### config.mk
export PLATFORM = sky130hd
export DESIGN_NAME = lda_cmdq_control_flat
export DESIGN_NICKNAME = d
export VERILOG_FILES = /design/src/rtl/lda_cmdq_pkg.sv /design/src/rtl/lda_cmdq_control_if.sv /design/src/rtl/lda_cmd_fifo.sv /design/src/rtl/lda_cmdq_control.sv /design/src/flat_wrapper.sv
export SDC_FILE = /design/constraint.sdc
export NUM_CORES = 1
export LEC_CHECK = 0
export BUFFER_PORTS_ARGS = -buffer_cell sky130_fd_sc_hd__buf_4
export CAP_MARGIN = 5
export CORE_MARGIN = 4
export CORE_UTILIZATION = 45
export CTS_CLUSTER_SIZE = 28
export DETAILED_ROUTE_END_ITERATION = 10
export PLACE_DENSITY = 0.64
export SYNTH_ARGS = -nofsm -noshare
export SYNTH_HDL_FRONTEND = slang
export SYNTH_SLANG_ARGS = --single-unit
### constraint.sdc
create_clock -name i_clk -period 4.2 [get_ports i_clk]
set_input_delay 0.84 -clock i_clk [delete_from_list [all_inputs] [get_ports i_clk]]
set_output_delay 0.84 -clock i_clk [all_outputs]
set_load 0.03 [all_outputs]
### src/rtl/lda_cmdq_pkg.sv
// -----------------------------------------------------------------------------
// lda_cmdq_pkg
// Shared definitions for the line-drawing accelerator command-queue controller:
//   - lda_addr_t   : Avalon word addresses of the register map
//   - STAT_*       : bit positions inside the STATUS register
//   - MODE_*       : bit positions inside the MODE register
//   - IRQ_CLR_*    : bit positions inside the IRQ_CLR register
//   - lda_cmd_t    : line command layout {sp_x, sp_y, ep_x, ep_y, col} at the
//                    default coordinate/colour widths
//   - lda_state_t  : dispatch FSM states
// -----------------------------------------------------------------------------
package lda_cmdq_pkg;

   // Default geometry of the accelerator; the top level uses these as the
   // defaults of its width parameters.
   localparam int LDA_ADDR_W = 3;
   localparam int LDA_XW     = 9;
   localparam int LDA_YW     = 8;
   localparam int LDA_COLW   = 3;

   // Point registers carry y in the upper half-word.
   localparam int COORD_Y_LSB = 16;

   typedef enum logic [LDA_ADDR_W-1:0] {
      ADDR_MODE    = 3'd0,
      ADDR_STATUS  = 3'd1,
      ADDR_GO      = 3'd2,
      ADDR_START_P = 3'd3,
      ADDR_END_P   = 3'd4,
      ADDR_COLOR   = 3'd5,
      ADDR_LEVEL   = 3'd6,
      ADDR_IRQ_CLR = 3'd7
   } lda_addr_t;

   localparam int STAT_BUSY     = 0;
   localparam int STAT_FULL     = 1;
   localparam int STAT_EMPTY    = 2;
   localparam int STAT_OVERFLOW = 3;
   localparam int STAT_IRQ_PEND = 4;

   localparam int MODE_POLL   = 0;
   localparam int MODE_IRQ_EN = 1;

   localparam int IRQ_CLR_PEND = 0;
   localparam int IRQ_CLR_OVF  = 1;

   // Field order of a queued command, most significant field first. The top
   // level rebuilds the same layout from its own width parameters.
   typedef struct packed {
      logic [LDA_XW-1:0]   sp_x;
      logic [LDA_YW-1:0]   sp_y;
      logic [LDA_XW-1:0]   ep_x;
      logic [LDA_YW-1:0]   ep_y;
      logic [LDA_COLW-1:0] col;
   } lda_cmd_t;

   typedef enum logic [1:0] {
      S_IDLE  = 2'd0,
      S_START = 2'd1,
      S_RUN   = 2'd2
   } lda_state_t;

endpackage

### src/rtl/lda_cmdq_control_if.sv
// -----------------------------------------------------------------------------
// lda_cmdq_control_if
// Avalon-MM register port of the command-queue controller.
//   i_address     : register word address
//   i_read        : read strobe
//   i_write       : write strobe
//   i_writedata   : write data
//   o_readdata    : read data, combinational, valid in the read cycle
//   o_waitrequest : stall, only raised by a GO write on a full queue
// Signal names are seen from the controller (slave) side.
// -----------------------------------------------------------------------------
interface lda_cmdq_control_if;
   import lda_cmdq_pkg::*;

   logic [LDA_ADDR_W-1:0] i_address;
   logic                  i_read;
   logic                  i_write;
   logic [31:0]           i_writedata;
   logic [31:0]           o_readdata;
   logic                  o_waitrequest;

   modport slave (
      input  i_address,
      input  i_read,
      input  i_write,
      input  i_writedata,
      output o_readdata,
      output o_waitrequest
   );

   modport master (
      output i_address,
      output i_read,
      output i_write,
      output i_writedata,
      input  o_readdata,
      input  o_waitrequest
   );

endinterface

### src/rtl/lda_cmd_fifo.sv
// -----------------------------------------------------------------------------
// lda_cmd_fifo
// DEPTH-entry FIFO (DEPTH a power of two) with a registered head output.
//   i_clk, i_reset_n : clock, asynchronous active-low reset
//   push / din       : write din at the clock edge (ignored when full)
//   pop              : advance to the next entry (ignored when empty)
//   dout             : current head entry, held in a register
//   full / empty     : occupancy flags
//   count            : number of stored entries, 0..DEPTH
// -----------------------------------------------------------------------------
module lda_cmd_fifo #(
   parameter int DEPTH = 4,
   parameter int WIDTH = 8
) (
   input  logic                   i_clk,
   input  logic                   i_reset_n,
   input  logic                   push,
   input  logic                   pop,
   input  logic [WIDTH-1:0]       din,
   output logic [WIDTH-1:0]       dout,
   output logic                   full,
   output logic                   empty,
   output logic [$clog2(DEPTH):0] count
);

   localparam int PTR_W = $clog2(DEPTH);
   localparam int CNT_W = PTR_W + 1;

   logic [WIDTH-1:0] mem [DEPTH];
   logic [PTR_W-1:0] wr_ptr;
   logic [PTR_W-1:0] rd_ptr;
   logic [PTR_W-1:0] rd_next;
   logic             do_push;
   logic             do_pop;

   assign full    = (count == CNT_W'(DEPTH));
   assign empty   = (count == '0);
   assign do_push = push & ~full;
   assign do_pop  = pop & ~empty;
   // Pointers are exactly log2(DEPTH) wide, so the increment wraps for free.
   assign rd_next = rd_ptr + 1'b1;

   // Storage array; no reset needed because count guards every read.
   always_ff @(posedge i_clk) begin
      if (do_push) begin
         mem[wr_ptr] <= din;
      end
   end

   // Pointers, occupancy and the registered head. The head is refreshed from
   // din when the new entry becomes the oldest one (push into an empty queue,
   // or push while the last entry is being popped), otherwise from the entry
   // behind the one being popped.
   always_ff @(posedge i_clk or negedge i_reset_n) begin
      if (!i_reset_n) begin
         wr_ptr <= '0;
         rd_ptr <= '0;
         count  <= '0;
         dout   <= '0;
      end else begin
         if (do_push) begin
            wr_ptr <= wr_ptr + 1'b1;
         end
         if (do_pop) begin
            rd_ptr <= rd_next;
         end

         case ({do_push, do_pop})
            2'b10:   count <= count + CNT_W'(1);
            2'b01:   count <= count - CNT_W'(1);
            default: count <= count;
         endcase

         if (do_pop) begin
            if (count > CNT_W'(1)) begin
               dout <= mem[rd_next];
            end else if (do_push) begin
               dout <= din;
            end
         end else if (do_push && empty) begin
            dout <= din;
         end
      end
   end

endmodule

### src/rtl/lda_cmdq_control.sv
// -----------------------------------------------------------------------------
// lda_cmdq_control
// Avalon-MM slave controller for the line-drawing accelerator. Software stages
// start point, end point and colour, then writes GO to queue the command; the
// dispatch FSM launches the engine whenever the queue holds a command.
//   i_clk, i_reset_n        : clock, asynchronous active-low reset
//   bus (slave modport)     : Avalon register port
//   o_start                 : one-cycle launch pulse to the draw engine
//   o_sp_x/o_sp_y           : start point of the current command
//   o_ep_x/o_ep_y           : end point of the current command
//   o_col                   : colour of the current command
//   i_done                  : engine completion pulse
//   o_irq                   : level interrupt (irq_pend & irq_en, registered)
// Register map: 0 MODE, 1 STATUS, 2 GO, 3 START_P, 4 END_P, 5 COLOR,
// 6 LEVEL, 7 IRQ_CLR.
// -----------------------------------------------------------------------------
module lda_cmdq_control
   import lda_cmdq_pkg::*;
#(
   parameter int DEPTH = 4,
   parameter int XW    = LDA_XW,
   parameter int YW    = LDA_YW,
   parameter int COLW  = LDA_COLW
) (
   input  logic               i_clk,
   input  logic               i_reset_n,
   lda_cmdq_control_if.slave  bus,
   output logic               o_start,
   output logic [XW-1:0]      o_sp_x,
   output logic [YW-1:0]      o_sp_y,
   output logic [XW-1:0]      o_ep_x,
   output logic [YW-1:0]      o_ep_y,
   output logic [COLW-1:0]    o_col,
   input  logic               i_done,
   output logic               o_irq
);

   localparam int CNT_W = $clog2(DEPTH) + 1;

   // Same field order as lda_cmd_t, sized by this instance's parameters.
   typedef struct packed {
      logic [XW-1:0]   sp_x;
      logic [YW-1:0]   sp_y;
      logic [XW-1:0]   ep_x;
      logic [YW-1:0]   ep_y;
      logic [COLW-1:0] col;
   } cmd_t;

   lda_addr_t        addr;
   lda_state_t       state;
   lda_state_t       state_d;

   cmd_t             stage;
   cmd_t             cmd_q;
   cmd_t             fifo_dout;
   logic             fifo_full;
   logic             fifo_empty;
   logic [CNT_W-1:0] fifo_count;

   logic             mode_poll;
   logic             irq_en;
   logic             irq_en_d;
   logic             overflow;
   logic             overflow_d;
   logic             irq_pend;
   logic             irq_pend_d;

   logic             wr_mode;
   logic             wr_go;
   logic             wr_start_p;
   logic             wr_end_p;
   logic             wr_color;
   logic             wr_irq_clr;

   logic             push;
   logic             pop;
   logic             drained;
   logic             busy;
   logic [31:0]      rdata;
   logic             unused_wdata;

   assign addr         = lda_addr_t'(bus.i_address);
   assign unused_wdata = ^bus.i_writedata;

   // Write strobe decode. STATUS and LEVEL are read-only, so writes to them
   // fall into the default and are dropped.
   always_comb begin
      wr_mode    = 1'b0;
      wr_go      = 1'b0;
      wr_start_p = 1'b0;
      wr_end_p   = 1'b0;
      wr_color   = 1'b0;
      wr_irq_clr = 1'b0;
      if (bus.i_write) begin
         case (addr)
            ADDR_MODE:    wr_mode    = 1'b1;
            ADDR_GO:      wr_go      = 1'b1;
            ADDR_START_P: wr_start_p = 1'b1;
            ADDR_END_P:   wr_end_p   = 1'b1;
            ADDR_COLOR:   wr_color   = 1'b1;
            ADDR_IRQ_CLR: wr_irq_clr = 1'b1;
            default:      ;
         endcase
      end
   end

   // A GO only pushes when the queue was not full at the start of the cycle;
   // a pop in the same cycle does not help until the next one. On a full
   // queue, stall mode holds the master and poll mode drops the command.
   assign push              = wr_go & ~fifo_full;
   assign bus.o_waitrequest = wr_go & fifo_full & ~mode_poll;

   // MODE register and command staging registers.
   always_ff @(posedge i_clk or negedge i_reset_n) begin
      if (!i_reset_n) begin
         mode_poll <= 1'b0;
         irq_en    <= 1'b0;
         stage     <= '0;
      end else begin
         if (wr_mode) begin
            mode_poll <= bus.i_writedata[MODE_POLL];
            irq_en    <= bus.i_writedata[MODE_IRQ_EN];
         end
         if (wr_start_p) begin
            stage.sp_x <= bus.i_writedata[XW-1:0];
            stage.sp_y <= bus.i_writedata[COORD_Y_LSB +: YW];
         end
         if (wr_end_p) begin
            stage.ep_x <= bus.i_writedata[XW-1:0];
            stage.ep_y <= bus.i_writedata[COORD_Y_LSB +: YW];
         end
         if (wr_color) begin
            stage.col <= bus.i_writedata[COLW-1:0];
         end
      end
   end

   lda_cmd_fifo #(
      .DEPTH (DEPTH),
      .WIDTH ($bits(cmd_t))
   ) u_fifo (
      .i_clk     (i_clk),
      .i_reset_n (i_reset_n),
      .push      (push),
      .pop       (pop),
      .din       (stage),
      .dout      (fifo_dout),
      .full      (fifo_full),
      .empty     (fifo_empty),
      .count     (fifo_count)
   );

   // Dispatch FSM state register.
   always_ff @(posedge i_clk or negedge i_reset_n) begin
      if (!i_reset_n) begin
         state <= S_IDLE;
      end else begin
         state <= state_d;
      end
   end

   // Dispatch FSM next state. The pop is taken from the registered empty
   // flag, so a command pushed into an empty queue launches one cycle later.
   // The drain interrupt fires when the engine finishes with nothing left
   // queued and nothing arriving in the same cycle.
   always_comb begin
      state_d = state;
      pop     = 1'b0;
      drained = 1'b0;
      case (state)
         S_IDLE: begin
            if (!fifo_empty) begin
               pop     = 1'b1;
               state_d = S_START;
            end
         end
         S_START: begin
            state_d = S_RUN;
         end
         S_RUN: begin
            if (i_done) begin
               state_d = S_IDLE;
               drained = fifo_empty & ~push;
            end
         end
         default: begin
            state_d = S_IDLE;
         end
      endcase
   end

   assign o_start = (state == S_START);
   assign busy    = (state != S_IDLE) | ~fifo_empty;

   // Current command registers, held until the next pop.
   always_ff @(posedge i_clk or negedge i_reset_n) begin
      if (!i_reset_n) begin
         cmd_q <= '0;
      end else if (pop) begin
         cmd_q <= fifo_dout;
      end
   end

   assign o_sp_x = cmd_q.sp_x;
   assign o_sp_y = cmd_q.sp_y;
   assign o_ep_x = cmd_q.ep_x;
   assign o_ep_y = cmd_q.ep_y;
   assign o_col  = cmd_q.col;

   // Sticky flags: a set event in the same cycle as a software clear wins.
   always_comb begin
      irq_pend_d = irq_pend;
      overflow_d = overflow;
      irq_en_d   = irq_en;
      if (wr_irq_clr && bus.i_writedata[IRQ_CLR_PEND]) begin
         irq_pend_d = 1'b0;
      end
      if (wr_irq_clr && bus.i_writedata[IRQ_CLR_OVF]) begin
         overflow_d = 1'b0;
      end
      if (drained) begin
         irq_pend_d = 1'b1;
      end
      if (wr_go && fifo_full && mode_poll) begin
         overflow_d = 1'b1;
      end
      if (wr_mode) begin
         irq_en_d = bus.i_writedata[MODE_IRQ_EN];
      end
   end

   // o_irq is built from the next-state values so that the flop always equals
   // irq_pend & irq_en and follows a clear in the following cycle.
   always_ff @(posedge i_clk or negedge i_reset_n) begin
      if (!i_reset_n) begin
         irq_pend <= 1'b0;
         overflow <= 1'b0;
         o_irq    <= 1'b0;
      end else begin
         irq_pend <= irq_pend_d;
         overflow <= overflow_d;
         o_irq    <= irq_pend_d & irq_en_d;
      end
   end

   // Read mux. Unused bits, write-only registers and idle cycles return 0.
   always_comb begin
      rdata = '0;
      if (bus.i_read) begin
         case (addr)
            ADDR_MODE: begin
               rdata[MODE_POLL]   = mode_poll;
               rdata[MODE_IRQ_EN] = irq_en;
            end
            ADDR_STATUS: begin
               rdata[STAT_BUSY]     = busy;
               rdata[STAT_FULL]     = fifo_full;
               rdata[STAT_EMPTY]    = fifo_empty;
               rdata[STAT_OVERFLOW] = overflow;
               rdata[STAT_IRQ_PEND] = irq_pend;
            end
            ADDR_START_P: begin
               rdata[XW-1:0]             = stage.sp_x;
               rdata[COORD_Y_LSB +: YW]  = stage.sp_y;
            end
            ADDR_END_P: begin
               rdata[XW-1:0]             = stage.ep_x;
               rdata[COORD_Y_LSB +: YW]  = stage.ep_y;
            end
            ADDR_COLOR: begin
               rdata[COLW-1:0] = stage.col;
            end
            ADDR_LEVEL: begin
               rdata[CNT_W-1:0] = fifo_count;
            end
            default: ;
         endcase
      end
   end

   assign bus.o_readdata = rdata;

endmodule

### src/flat_wrapper.sv
// flat-port wrapper written by rule: the top's interface ports become plain ports
module lda_cmdq_control_flat import lda_cmdq_pkg::*;
#(
   parameter int DEPTH = 4,
   parameter int XW    = LDA_XW,
   parameter int YW    = LDA_YW,
   parameter int COLW  = LDA_COLW
)
  (i_clk, i_reset_n, o_start, o_sp_x, o_sp_y, o_ep_x, o_ep_y, o_col, i_done, o_irq, bus_i_address, bus_i_read, bus_i_write, bus_i_writedata, bus_o_readdata, bus_o_waitrequest);
  lda_cmdq_control_if bus_i ();
  input  logic i_clk;
  input  logic i_reset_n;
  output logic o_start;
  output logic [XW-1:0] o_sp_x;
  output logic [YW-1:0] o_sp_y;
  output logic [XW-1:0] o_ep_x;
  output logic [YW-1:0] o_ep_y;
  output logic [COLW-1:0] o_col;
  input  logic i_done;
  output logic o_irq;
  input wire logic [$bits(bus_i.i_address)-1:0] bus_i_address;
  input wire logic [$bits(bus_i.i_read)-1:0] bus_i_read;
  input wire logic [$bits(bus_i.i_write)-1:0] bus_i_write;
  input wire logic [$bits(bus_i.i_writedata)-1:0] bus_i_writedata;
  output wire logic [$bits(bus_i.o_readdata)-1:0] bus_o_readdata;
  output wire logic [$bits(bus_i.o_waitrequest)-1:0] bus_o_waitrequest;
  assign bus_i.i_address = bus_i_address;
  assign bus_i.i_read = bus_i_read;
  assign bus_i.i_write = bus_i_write;
  assign bus_i.i_writedata = bus_i_writedata;
  assign bus_o_readdata = bus_i.o_readdata;
  assign bus_o_waitrequest = bus_i.o_waitrequest;
  lda_cmdq_control #(.DEPTH(DEPTH), .XW(XW), .YW(YW), .COLW(COLW)) u_core (.i_clk(i_clk), .i_reset_n(i_reset_n), .bus(bus_i), .o_start(o_start), .o_sp_x(o_sp_x), .o_sp_y(o_sp_y), .o_ep_x(o_ep_x), .o_ep_y(o_ep_y), .o_col(o_col), .i_done(i_done), .o_irq(o_irq));
endmodule
==> results of run 1 <==
## layer usage
layer / vias up / part of all wire / routed length [um] / track usage
li1: 2737 / - / - / -
met1: 3254 / 0.44 / 10500 / 0.232
met2: 126 / 0.51 / 12200 / 0.304
met3: 24 / 0.040 / 956 / 0.0275
met4: 0 / 0.015 / 357 / 0.0359
met5: - / 0 / 0 / 0
## per-stage QoR
stage	hold slack [ns]	total power, W	std cells	cell area (um2)	util
floorplan	0.432	0.00646	716	11400	-
CTS	0.405	0.00995	1143	13200	0.537
finish	0.388	0.00982	1143	13200	0.537
global placement	0.450	0.00730	1091	12200	0.499
global route	0.434	0.0104	1143	13200	0.537
detailed placement	0.454	0.00741	1091	12200	0.499
## Yosys cell counts, types with 2 or more instances
cell type	count
sky130_fd_sc_hd__mux2_4	17
sky130_fd_sc_hd__mux4_2	37
sky130_fd_sc_hd__xnor2_1	5
sky130_fd_sc_hd__nand3b_1	3
sky130_fd_sc_hd__o21ai_0	3
sky130_fd_sc_hd__inv_1	9
sky130_fd_sc_hd__nor3_1	2
sky130_fd_sc_hd__clkbuf_1	12
sky130_fd_sc_hd__a22o_1	2
sky130_fd_sc_hd__ha_1	8
sky130_fd_sc_hd__buf_4	15
sky130_fd_sc_hd__buf_12	2
sky130_fd_sc_hd__buf_2	13
sky130_fd_sc_hd__buf_1	2
sky130_fd_sc_hd__a22oi_1	15
sky130_fd_sc_hd__edfxtp_1	148
sky130_fd_sc_hd__mux2_1	11
sky130_fd_sc_hd__buf_6	5
sky130_fd_sc_hd__mux2i_1	2
sky130_fd_sc_hd__nor2b_1	22
sky130_fd_sc_hd__nand2_1	121
sky130_fd_sc_hd__nand2b_1	3
sky130_fd_sc_hd__dfrtp_1	125
sky130_fd_sc_hd__nand3_1	2
sky130_fd_sc_hd__and2_1	6
sky130_fd_sc_hd__nor2_1	5
sky130_fd_sc_hd__mux2_2	88
## cells by family after synthesis
kind of cell,after synthesis,synth area share
AOI/OAI and AO/OA,31,0.0206
xor gates and xnor gates,6,0.00464
adders and majority gates,8,0.00884
buffers and inverters,58,0.0318
DFF,273,0.669
muxes,156,0.199
other,1,0.000331
and+or+nand+nor,169,0.0664
## layout make-up
class | instances | area (um2)
Clock inverter | 10 | 128
Fill cell | 2002 | 11300
Tap cell | 324 | 405
Sequential cell | 273 | 7570
Timing Repair Buffer | 100 | 767
Inverter | 9 | 33.8
Multi-Input combinational cell | 385 | 3450
Clock buffer | 42 | 825
## flip-flops by register name, summed over array words and instances (netlist names)
name	count
u_core.o_sp_x	9
u_core.state	2
u_core.irq_pend	1
u_core.irq_en	1
u_core.u_fifo.mem	148
u_core.overflow	1
u_core.u_fifo.wr_ptr	2
u_core.mode_poll	1
u_core.o_ep_x	9
u_core.o_irq	1
u_core.o_col	3
u_core.stage	37
u_core.u_fifo.dout	37
u_core.o_sp_y	8
u_core.u_fifo.count	3
u_core.o_ep_y	8
u_core.u_fifo.rd_ptr	2
## worst register-to-register path, delay by kind of cell, from the launching register on
family,cells,cell delay (ns)
AND/OR/NAND/NOR,3,0.60
buffers and inverters,4,0.56
adder cells (fa/ha/maj),2,0.52
flip-flops,1,0.43
multiplexers,1,0.40
AO/OA/AOI/OAI,1,0.15
## where the power goes
part / total (W) / switching [W] / internal, W
Clock: 0.00251 / 0.000975 / 0.00154
Combinational: 0.00339 / 0.00175 / 0.00163
Sequential: 0.00393 / 0.000451 / 0.00347
Total: 0.00982 / 0.00318 / 0.00664
## worst max path at each step
stage	from	end	slack [ns]	cells after the start
2_1_floorplan	bus_i_address[0]	bus_o_readdata[16]	1.10	6
3_3_place_gp	bus_i_address[0]	bus_o_readdata[22]	1.13	7
3_5_place_dp	bus_i_address[0]	u_core.u_fifo.dout[26]$_DFFE_PN0P_	1.00	9
4_1_cts	u_core.u_fifo.count[0]$_DFFE_PN0P_	bus_o_readdata[1]	0.95	7
5_1_grt	u_core.u_fifo.count[0]$_DFFE_PN0P_	bus_o_readdata[1]	0.88	7
6_report	u_core.u_fifo.count[0]$_DFFE_PN0P_	bus_o_readdata[1]	0.95	7
==> impl_metrics.ini, run 1 <==
[pwr]
leakage_component_of_the_power_nw = 5.31
power_density_nw_per_um2 = 745
irDropWorstVdd_uv = 466

[synthesis]
share_of_synthesized_flip_flops_with_an_asynchronous_set_or_reset = 0.458
count_of_state_elements_after_synthesis = 273
number_of_distinct_library_cells_after_synthesis = 46
synthesis.instances = 702
synth-main-ff-cell = sky130_fd_sc_hd__edfxtp_1
yosys_warnings = 0
cell_taking_the_most_area_after_synthesis = sky130_fd_sc_hd__edfxtp_1
synth.cell_area_um2 = 11300
synth_sequential_area_ratio = 0.669
synth_top_area_share = 0.392
number_of_enable_flip_flop_cells_after_synthesis = 148
syn_area_per_cell_um2 = 16.1
synth_area_leaders = sky130_fd_sc_hd__edfxtp_1 (39%), sky130_fd_sc_hd__dfrtp_1 (28%), sky130_fd_sc_hd__mux2_2 (8.8%)

[worst_setup_path]
cpLargestDelayFamily = multiplexers
crit_arrival_ns = 2.41
timing.critical_path.buf_inv = 3
critical_path.reg2reg.startpoint = u_core.u_fifo.count[0]$_DFFE_PN0P_
cp-end-kind = primary output
worst_path_max_delay_cell = sky130_fd_sc_hd__mux4_2
worst-path-max-fanout = 5
worstSetupPathType = reg2out
crit_path_cell_trace = inv_1 -> ha_1 -> nand2_1 -> inv_1 -> mux4_2 -> o211a_1 -> buf_4
start_kind = flip-flop
crit_path_frequent_cell = sky130_fd_sc_hd__inv_1
timing.critical_path.required_ns = 3.36
reg2reg_to = u_core.u_fifo.dout[26]$_DFFE_PN0P_
r2r_cells = 11
critical-path-max-stage-delay_ns = 0.46
setup.reg_to_reg.worst_slack_ns = 1.42

[floorplanning]
floorplan.core_area_um2 = 24500
dieHeight_um = 167
die_area_um2 = 27800
initial_utilization = 0.462
die_span_in_x_um = 167
row_count = 57
io-pin-count = 112

[clock_network]
cts_sinks = 273
cts_tree = built
clk_root_buffer_cell = sky130_fd_sc_hd__clkbuf_16
worst_skew_pair.late_latency_ns = 0.52
clk_pin_slew_worst_paths_ns = 0.06
cts_resized = 0
post_cts_hold_buffer_count = 0
htreeDepth = 1
clock_path_buffers = 3
post_cts_setup_buffers = 0
tritoncts.num_buffers = 28

[grt]
grt_start_max_net_pins = 82
first_pass_grt_wire_length_mm = 38.2
grtUsageTotal = 0.174
grt_pass1_vias = 6626
antenna_found_initial = 0
grt_overflow = 0

[run_status]
outcome = finished, final reports clean

[placed_design]
gpl.final_weighted_congestion = 0.781
place_worst_setup_slack_ns = 1.00
dp_hpwl_mm = 13.9
place.port_buffers = 81

[sta]
final_period_minus_worst_setup_slack_ns = 3.25
finalClockSkew_ns = 0.00859
finalMaxSlewViolations = 0
finalHoldViolCount = 0
post-route-period-util = 0.774
smallest_setup_slack_after_layout_ns = 0.950
rsz0062_at_grt = false
timing.final.setup_violations = 0
worst-slew-pin-transition_ns = 0.812
clock.fmax_ghz = 0.308
post_route_setup_tns_ns = 0
slew_headroom = 0.458

[cells_and_area]
antenna_cells_inserted = 0
mostFrequentLayoutCell = sky130_fd_sc_hd__edfxtp_1
mostFrequentLayoutCells = sky130_fd_sc_hd__edfxtp_1 (148), sky130_fd_sc_hd__dfrtp_1 (124), sky130_fd_sc_hd__nand2_1 (121)
layout-drive-gt1-share = 0.353
area.growth.synth_to_final_pct = 16.4
final_net_count = 845

[hold_path]
hold_class = in2async

[drt]
drc_errors = 0
wl_per_cell_um = 21.0
drtAntennaViolNets = 0
num_vias = 6141
totalWireLength_mm = 24.0
firstDrtPassIters = 4
drtIter0Drc = 386
vias_per_cell = 5.37

[job]
drv.max_cap_violation_count = 0
(Power assumes the default switching activity.)
==> inputs of run 2 (changes only) <==
--- a/config.mk
+++ b/config.mk
@@ -5,6 +5,7 @@
 export SDC_FILE = /design/constraint.sdc
 export NUM_CORES = 1
 export LEC_CHECK = 0
+export ABC_AREA = 1
 export BUFFER_PORTS_ARGS = -buffer_cell sky130_fd_sc_hd__buf_4
 export CAP_MARGIN = 5
 export CORE_MARGIN = 4
==> constraint.sdc (replaced) <==
create_clock -name i_clk -period 3.2 [get_ports i_clk]
set_input_delay 0.64 -clock i_clk [delete_from_list [all_inputs] [get_ports i_clk]]
set_output_delay 0.64 -clock i_clk [all_outputs]
set_load 0.03 [all_outputs]
==> impl_metrics.ini, run 2 <==
[drt]
firstDrtPassIters = 5
drtIter0Drc = 719
drc_errors = 0
vias_per_cell = 4.95
num_vias = 8221
wl_per_cell_um = 16.4
drtAntennaViolNets = 0
totalWireLength_mm = 27.3

[cells_and_area]
postLayoutCoreUtil = 0.532
layout.filler_cells = 2293
largestRegisters = u_core.u_fifo.mem (148), u_core.stage (37), u_core.u_fifo.dout (37)
mostFrequentLayoutCell = sky130_fd_sc_hd__nand2_1
final_net_count = 1358
sequential_cell_area_um2 = 7570
layout-drive-gt1-share = 0.120
multiInputGateArea_um2 = 3470
largest_reg_flops = 148
mostFrequentLayoutCells = sky130_fd_sc_hd__nand2_1 (610), sky130_fd_sc_hd__edfxtp_1 (148), sky130_fd_sc_hd__dfrtp_1 (125)
antenna_cells_inserted = 0
area.growth.synth_to_final_pct = 15.4
largest_register = u_core.u_fifo.mem

[floorplanning]
initial_utilization = 0.461
row_count = 58
die_span_in_x_um = 169
die_area_um2 = 28600
io-pin-count = 112
floorplan.core_area_um2 = 25300
dieHeight_um = 169

[sta]
timing.final.setup_violations = 0
post-route-period-util = 0.861
worst-slew-pin-transition_ns = 0.881
rsz0062_at_grt = false
finalClockSkew_ns = 0.00841
final_period_minus_worst_setup_slack_ns = 2.75
finalHoldViolCount = 0
finalMaxSlewViolations = 0
slew_headroom = 0.413
clock.fmax_ghz = 0.363

[worst_setup_path]
start_kind = flip-flop
worst_path_max_delay_cell = sky130_fd_sc_hd__dfrtp_1
worst-path-max-fanout = 4
cp-end-kind = primary output
crit_path_cell_trace = inv_1 -> ha_1 -> inv_1 -> nor2_1 -> nand2_1 -> nand3_1 -> nor2_1 -> nor2_1 -> buf_4
critical-path-max-stage-delay_ns = 0.42
crit_arrival_ns = 2.11
worstSetupPathType = reg2out
timing.critical_path.required_ns = 2.56
r2r_cells = 13
crit_path_frequent_cell = sky130_fd_sc_hd__nor2_1

[placed_design]
gpl.final_weighted_congestion = 0.816
place.port_buffers = 81
dp_hpwl_mm = 16.7

[pwr]
pnr_total_power_w = 0.0126
irDropWorstVdd_uv = 449
power_density_nw_per_um2 = 935
leakage_component_of_the_power_nw = 6.33

[grt]
grt_start_max_net_pins = 75
grt_pass1_vias = 7974
grtUsageTotal = 0.191
grt_overflow = 0
antenna_found_initial = 0
first_pass_grt_wire_length_mm = 43.9

[clock_network]
post_cts_hold_buffer_count = 0
tritoncts.num_buffers = 27
clk_pin_slew_worst_paths_ns = 0.06
cts_sinks = 273
clk_root_buffer_cell = sky130_fd_sc_hd__clkbuf_16
clock_path_buffers = 3
htreeDepth = 1
post_cts_setup_buffers = 0
cts_tree = built
worst_skew_pair.late_latency_ns = 0.53
cts_resized = 0

[synthesis]
synth_sequential_area_ratio = 0.649
number_of_distinct_library_cells_after_synthesis = 31
synth_top_area_share = 0.381
synth-main-ff-cell = sky130_fd_sc_hd__edfxtp_1
synthesis.instances = 1235
synth_area_leaders = sky130_fd_sc_hd__edfxtp_1 (38%), sky130_fd_sc_hd__dfrtp_1 (27%), sky130_fd_sc_hd__nand2_1 (20%)
yosys_warnings = 0
cell_taking_the_most_area_after_synthesis = sky130_fd_sc_hd__edfxtp_1
synth.top_cells.by_count = sky130_fd_sc_hd__nand2_1 (610), sky130_fd_sc_hd__edfxtp_1 (148), sky130_fd_sc_hd__dfrtp_1 (125), sky130_fd_sc_hd__nand3_1 (82), sky130_fd_sc_hd__inv_1 (79)
number_of_enable_flip_flop_cells_after_synthesis = 148
yosys.cell_count.top_type = sky130_fd_sc_hd__nand2_1
synth.cell_area_um2 = 11700
count_of_state_elements_after_synthesis = 273
syn_area_per_cell_um2 = 9.45
share_of_synthesized_flip_flops_with_an_asynchronous_set_or_reset = 0.458

[job]
drv.max_cap_violation_count = 0

[hold_path]
hold_class = in2async

[run_status]
outcome = finished, final reports clean
==> run 2: cell types whose count changed in the layout (fill, tap and decap cells not counted), sizes merged, moves of 15 or more <==
cell,delta
nand2,+492
mux2,-116
nand3,+81
inv,+73
o21ai,+47
mux4,-38
nor2b,-22
a21oi,+15
a22oi,-15
nor2,+15
==> run 2: logic make-up (layout without fill, tap and decap cells) <==
kind of cell | Yosys count | count (layout) | share of synthesized area
adders and majority gates | 8 | 8 | 0.00857
buffers and inverters | 154 | 235 | 0.0612
other | 1 | 15 | 0.000321
and+or+nand+nor | 724 | 724 | 0.246
DFF | 273 | 273 | 0.649
AOI/OAI and AO/OA | 70 | 70 | 0.0316
xor gates and xnor gates | 5 | 5 | 0.00375
==> run 2: layer usage <==
metal	wire length (um)	share of wire	global-route usage
met5	0	0	0
met4	266	0.0098	0.0385
met3	1910	0.070	0.0266
met2	11900	0.44	0.296
met1	13200	0.48	0.292
==> run 2: stage by stage <==
| stage | instance area, um2 | worst slack, ns | hold slack, ns | std cells | setup TNS [ns] |
|---|---|---|---|---|---|
| 2_1_floorplan | 11700 | -0.181 | 0.344 | 1249 | -26.75 |
| 3_3_place_gp | 12600 | 0.432 | 0.453 | 1611 | 0 |
| 3_5_place_dp | 12600 | 0.398 | 0.453 | 1611 | 0 |
| 4_1_cts | 13500 | 0.440 | 0.0421 | 1660 | 0 |
| 5_1_grt | 13500 | 0.319 | 0.0629 | 1660 | 0 |
| 6_report | 13500 | 0.446 | 0.0428 | 1660 | 0 |
==> run 2: worst paths after layout <==
path / startpoint / to / slack [ns]
max: u_core.u_fifo.count[1]$_DFFE_PN0P_ / bus_o_readdata[2] / 0.45
min: i_reset_n / u_core.o_sp_x[2]$_DFFE_PN0P_ / 0.04
max reg2reg: u_core.u_fifo.count[1]$_DFFE_PN0P_ / u_core.u_fifo.dout[11]$_DFFE_PN0P_ / 0.52
min reg2reg: u_core.u_fifo.dout[32]$_DFFE_PN0P_ / u_core.o_sp_x[4]$_DFFE_PN0P_ / 0.47
max in group asynchronous: i_reset_n / u_core.o_ep_x[7]$_DFFE_PN0P_ / 2.37
min in group i_clk: i_done / u_core.state[1]$_DFFE_PN0P_ / 0.32
==> run 2: power breakdown <==
part	internal (W)	total (W)	switching, W	leakage, nW
registers	0.00444	0.00499	0.000554	2.94
clock network	0.00182	0.00310	0.00128	0.422
logic	0.00136	0.00449	0.00313	2.97
total	0.00762	0.0126	0.00496	6.33
==> run 2: area by class of cell <==
type,instances,share of cell area
Timing Repair Buffer,101,0.0619
Multi-Input combinational cell,822,0.258
Tap cell,330,0.0307
Clock inverter,12,0.0101
Sequential cell,273,0.562
Inverter,85,0.0237
Clock buffer,37,0.0537
==> run 2: worst max-delay path, delay by kind of cell, from the launching register on <==
| family | cells | cell delay [ns] |
|---|---|---|
| and+or+nand+nor | 5 | 0.63 |
| DFF | 1 | 0.42 |
| buffers and inverters | 3 | 0.34 |
| adders and majority gates | 1 | 0.19 |
==> inputs of run 3 (changes only) <==
==> constraint.sdc (replaced) <==
create_clock -name i_clk -period 3.2 [get_ports i_clk]
set_input_delay 0.64 -clock i_clk [delete_from_list [all_inputs] [get_ports i_clk]]
set_output_delay 0.64 -clock i_clk [all_outputs]
set_load 0.005 [all_outputs]
==> impl_metrics.ini, run 3 (synthesized netlist as in run 2, its figures left out) <==
[cells_and_area]
largest_register = u_core.u_fifo.mem
final_net_count = 1360
mostFrequentLayoutCells = sky130_fd_sc_hd__nand2_1 (610), sky130_fd_sc_hd__edfxtp_1 (148), sky130_fd_sc_hd__dfrtp_1 (125)
mostFrequentLayoutCell = sky130_fd_sc_hd__nand2_1
postLayoutCoreUtil = 0.542
layout.filler_cells = 2239
largest_reg_flops = 148
layout-drive-gt1-share = 0.127
largestRegisters = u_core.u_fifo.mem (148), u_core.stage (37), u_core.u_fifo.dout (37)
area.growth.synth_to_final_pct = 17.6
antenna_cells_inserted = 0

[clock_network]
clk_pin_slew_worst_paths_ns = 0.06
post_cts_setup_buffers = 0
post_cts_hold_buffer_count = 0
clock_path_buffers = 3
worst_skew_pair.late_latency_ns = 0.54
cts_sinks = 273
cts_tree = built
cts_resized = 0
htreeDepth = 1
tritoncts.num_buffers = 29
clk_root_buffer_cell = sky130_fd_sc_hd__clkbuf_16

[sta]
worst-slew-pin-transition_ns = 0.647
smallest_setup_slack_after_layout_ns = 0.488
final_period_minus_worst_setup_slack_ns = 2.71
finalMaxSlewViolations = 0
finalHoldViolCount = 0
slew_headroom = 0.567
finalClockSkew_ns = 0.0107
rsz0062_at_grt = false
post-route-period-util = 0.848
post_route_setup_tns_ns = 0
hold_ws_ns = 0.0508
timing.final.setup_violations = 0
clock.fmax_ghz = 0.369

[floorplanning]
floorplan.core_area_um2 = 25300
die_area_um2 = 28600
dieHeight_um = 169
row_count = 58
initial_utilization = 0.461
io-pin-count = 112
die_span_in_x_um = 169

[grt]
grt_start_max_net_pins = 64
grt_pass1_vias = 7929
first_pass_grt_wire_length_mm = 44.2
antenna_found_initial = 1
grtUsageTotal = 0.194
grt_overflow = 0

[pwr]
power_density_nw_per_um2 = 941
fraction_of_power_spent_switching_nets = 0.363
share_comb_of_total_power = 0.320
irDropWorstVdd_uv = 430
leakage_component_of_the_power_nw = 6.44
cellInternalPower_w = 0.00823
share_clk_of_total_power = 0.295
power.share.sequential = 0.384
netSwitchingPower_w = 0.00469

[worst_setup_path]
timing.critical_path.buf_inv = 4
cpLargestDelayFamily = simple AND/OR/NAND/NOR gates
worst_path_max_delay_cell = sky130_fd_sc_hd__dfrtp_1
reg2reg_to = u_core.u_fifo.dout[11]$_DFFE_PN0P_
crit_path_cell_trace = inv_1 -> ha_1 -> inv_1 -> nor2_1 -> nand2_1 -> nand2_1 -> nand2_1 -> inv_1 -> a21oi_1 -> buf_4
worstSetupPathType = reg2out
r2r_cells = 13
start_kind = flip-flop
worst-path-max-fanout = 4
cp-end-kind = primary output
timing.critical_path.required_ns = 2.56
critical-path-max-stage-delay_ns = 0.42
crit_arrival_ns = 2.07
critical_path.reg2reg.startpoint = u_core.u_fifo.count[1]$_DFFE_PN0P_
setup.reg_to_reg.worst_slack_ns = 0.54

[drt]
firstDrtPassIters = 7
wl_per_cell_um = 16.6
num_vias = 8267
drtIter0Drc = 729
drtAntennaViolNets = 0
totalWireLength_mm = 27.6
drc_errors = 0
vias_per_cell = 4.97

[hold_path]
hold_class = in2async

[job]
drv.max_cap_violation_count = 0

[placed_design]
place_worst_setup_slack_ns = 0.385
gpl.final_weighted_congestion = 0.793
place.port_buffers = 81
dp_hpwl_mm = 16.6

[run_status]
outcome = finished, final reports clean
-- run 3: cell count changes in the layout (fill, tap and decap cells not counted), moves of 2 or more --
| cell | previous run | this run |
|---|---|---|
| sky130_fd_sc_hd__bufinv_16 | 3 | 9 |
| sky130_fd_sc_hd__clkbuf_1 | 9 | 2 |
| sky130_fd_sc_hd__clkbuf_16 | 27 | 30 |
| sky130_fd_sc_hd__clkinv_2 | 7 | 3 |
| sky130_fd_sc_hd__clkinv_4 | 0 | 2 |
| sky130_fd_sc_hd__clkinvlp_4 | 1 | 5 |
-- run 3: layer usage --
layer  part of all wire  track usage  up-vias  wire [um]
li1                   -            -     4074          -
met3              0.067       0.0325       26       1840
met2               0.43        0.291      250      11900
met4              0.013       0.0452        0        357
met5                  0            0        -          0
met1               0.49        0.299     3917      13500
-- run 3: power by group through the flow --
stage,Combinational [W],Sequential (W),Clock (W)
after floorplan,0.00286,0.00485,0
after global placement,0.00408,0.00501,0
after detailed placement,0.00415,0.00503,0
after CTS,0.00417,0.00496,0.00388
after global routing,0.00472,0.00505,0.00404
final,0.00414,0.00497,0.00381
-- run 3: cell type report --
| type | count | area [um2] | share of cell area |
|---|---|---|---|
| well taps | 330 | 413 | 0.0301 |
| repair buffers | 101 | 846 | 0.0616 |
| clock buffers | 32 | 758 | 0.0552 |
| clock inverters | 21 | 348 | 0.0253 |
| inverters | 85 | 319 | 0.0232 |
| multi-input cells | 822 | 3470 | 0.253 |
| flip-flops and latches | 273 | 7570 | 0.552 |
-- run 3: how the worst max path moves through the flow --
stage,startpoint,end,cells past startpoint
after floorplan,bus_i_address[2],u_core.u_fifo.mem[0][0]$_DFFE_PP_,6
after global placement,bus_i_address[2],u_core.u_fifo.dout[11]$_DFFE_PN0P_,12
after detailed placement,bus_i_address[2],u_core.u_fifo.dout[11]$_DFFE_PN0P_,12
after CTS,u_core.u_fifo.count[1]$_DFFE_PN0P_,bus_o_readdata[0],10
after global routing,u_core.u_fifo.count[1]$_DFFE_PN0P_,u_core.u_fifo.dout[11]$_DFFE_PN0P_,13
final,u_core.u_fifo.count[1]$_DFFE_PN0P_,bus_o_readdata[0],10
-- run 3: metrics by stage --
step	instances	cell area, um2	total power [W]
2_1_floorplan	1249	11700	0.00771
3_3_place_gp	1611	12600	0.00910
3_5_place_dp	1611	12600	0.00917
4_1_cts	1664	13700	0.0130
5_1_grt	1664	13700	0.0138
6_report	1664	13700	0.0129
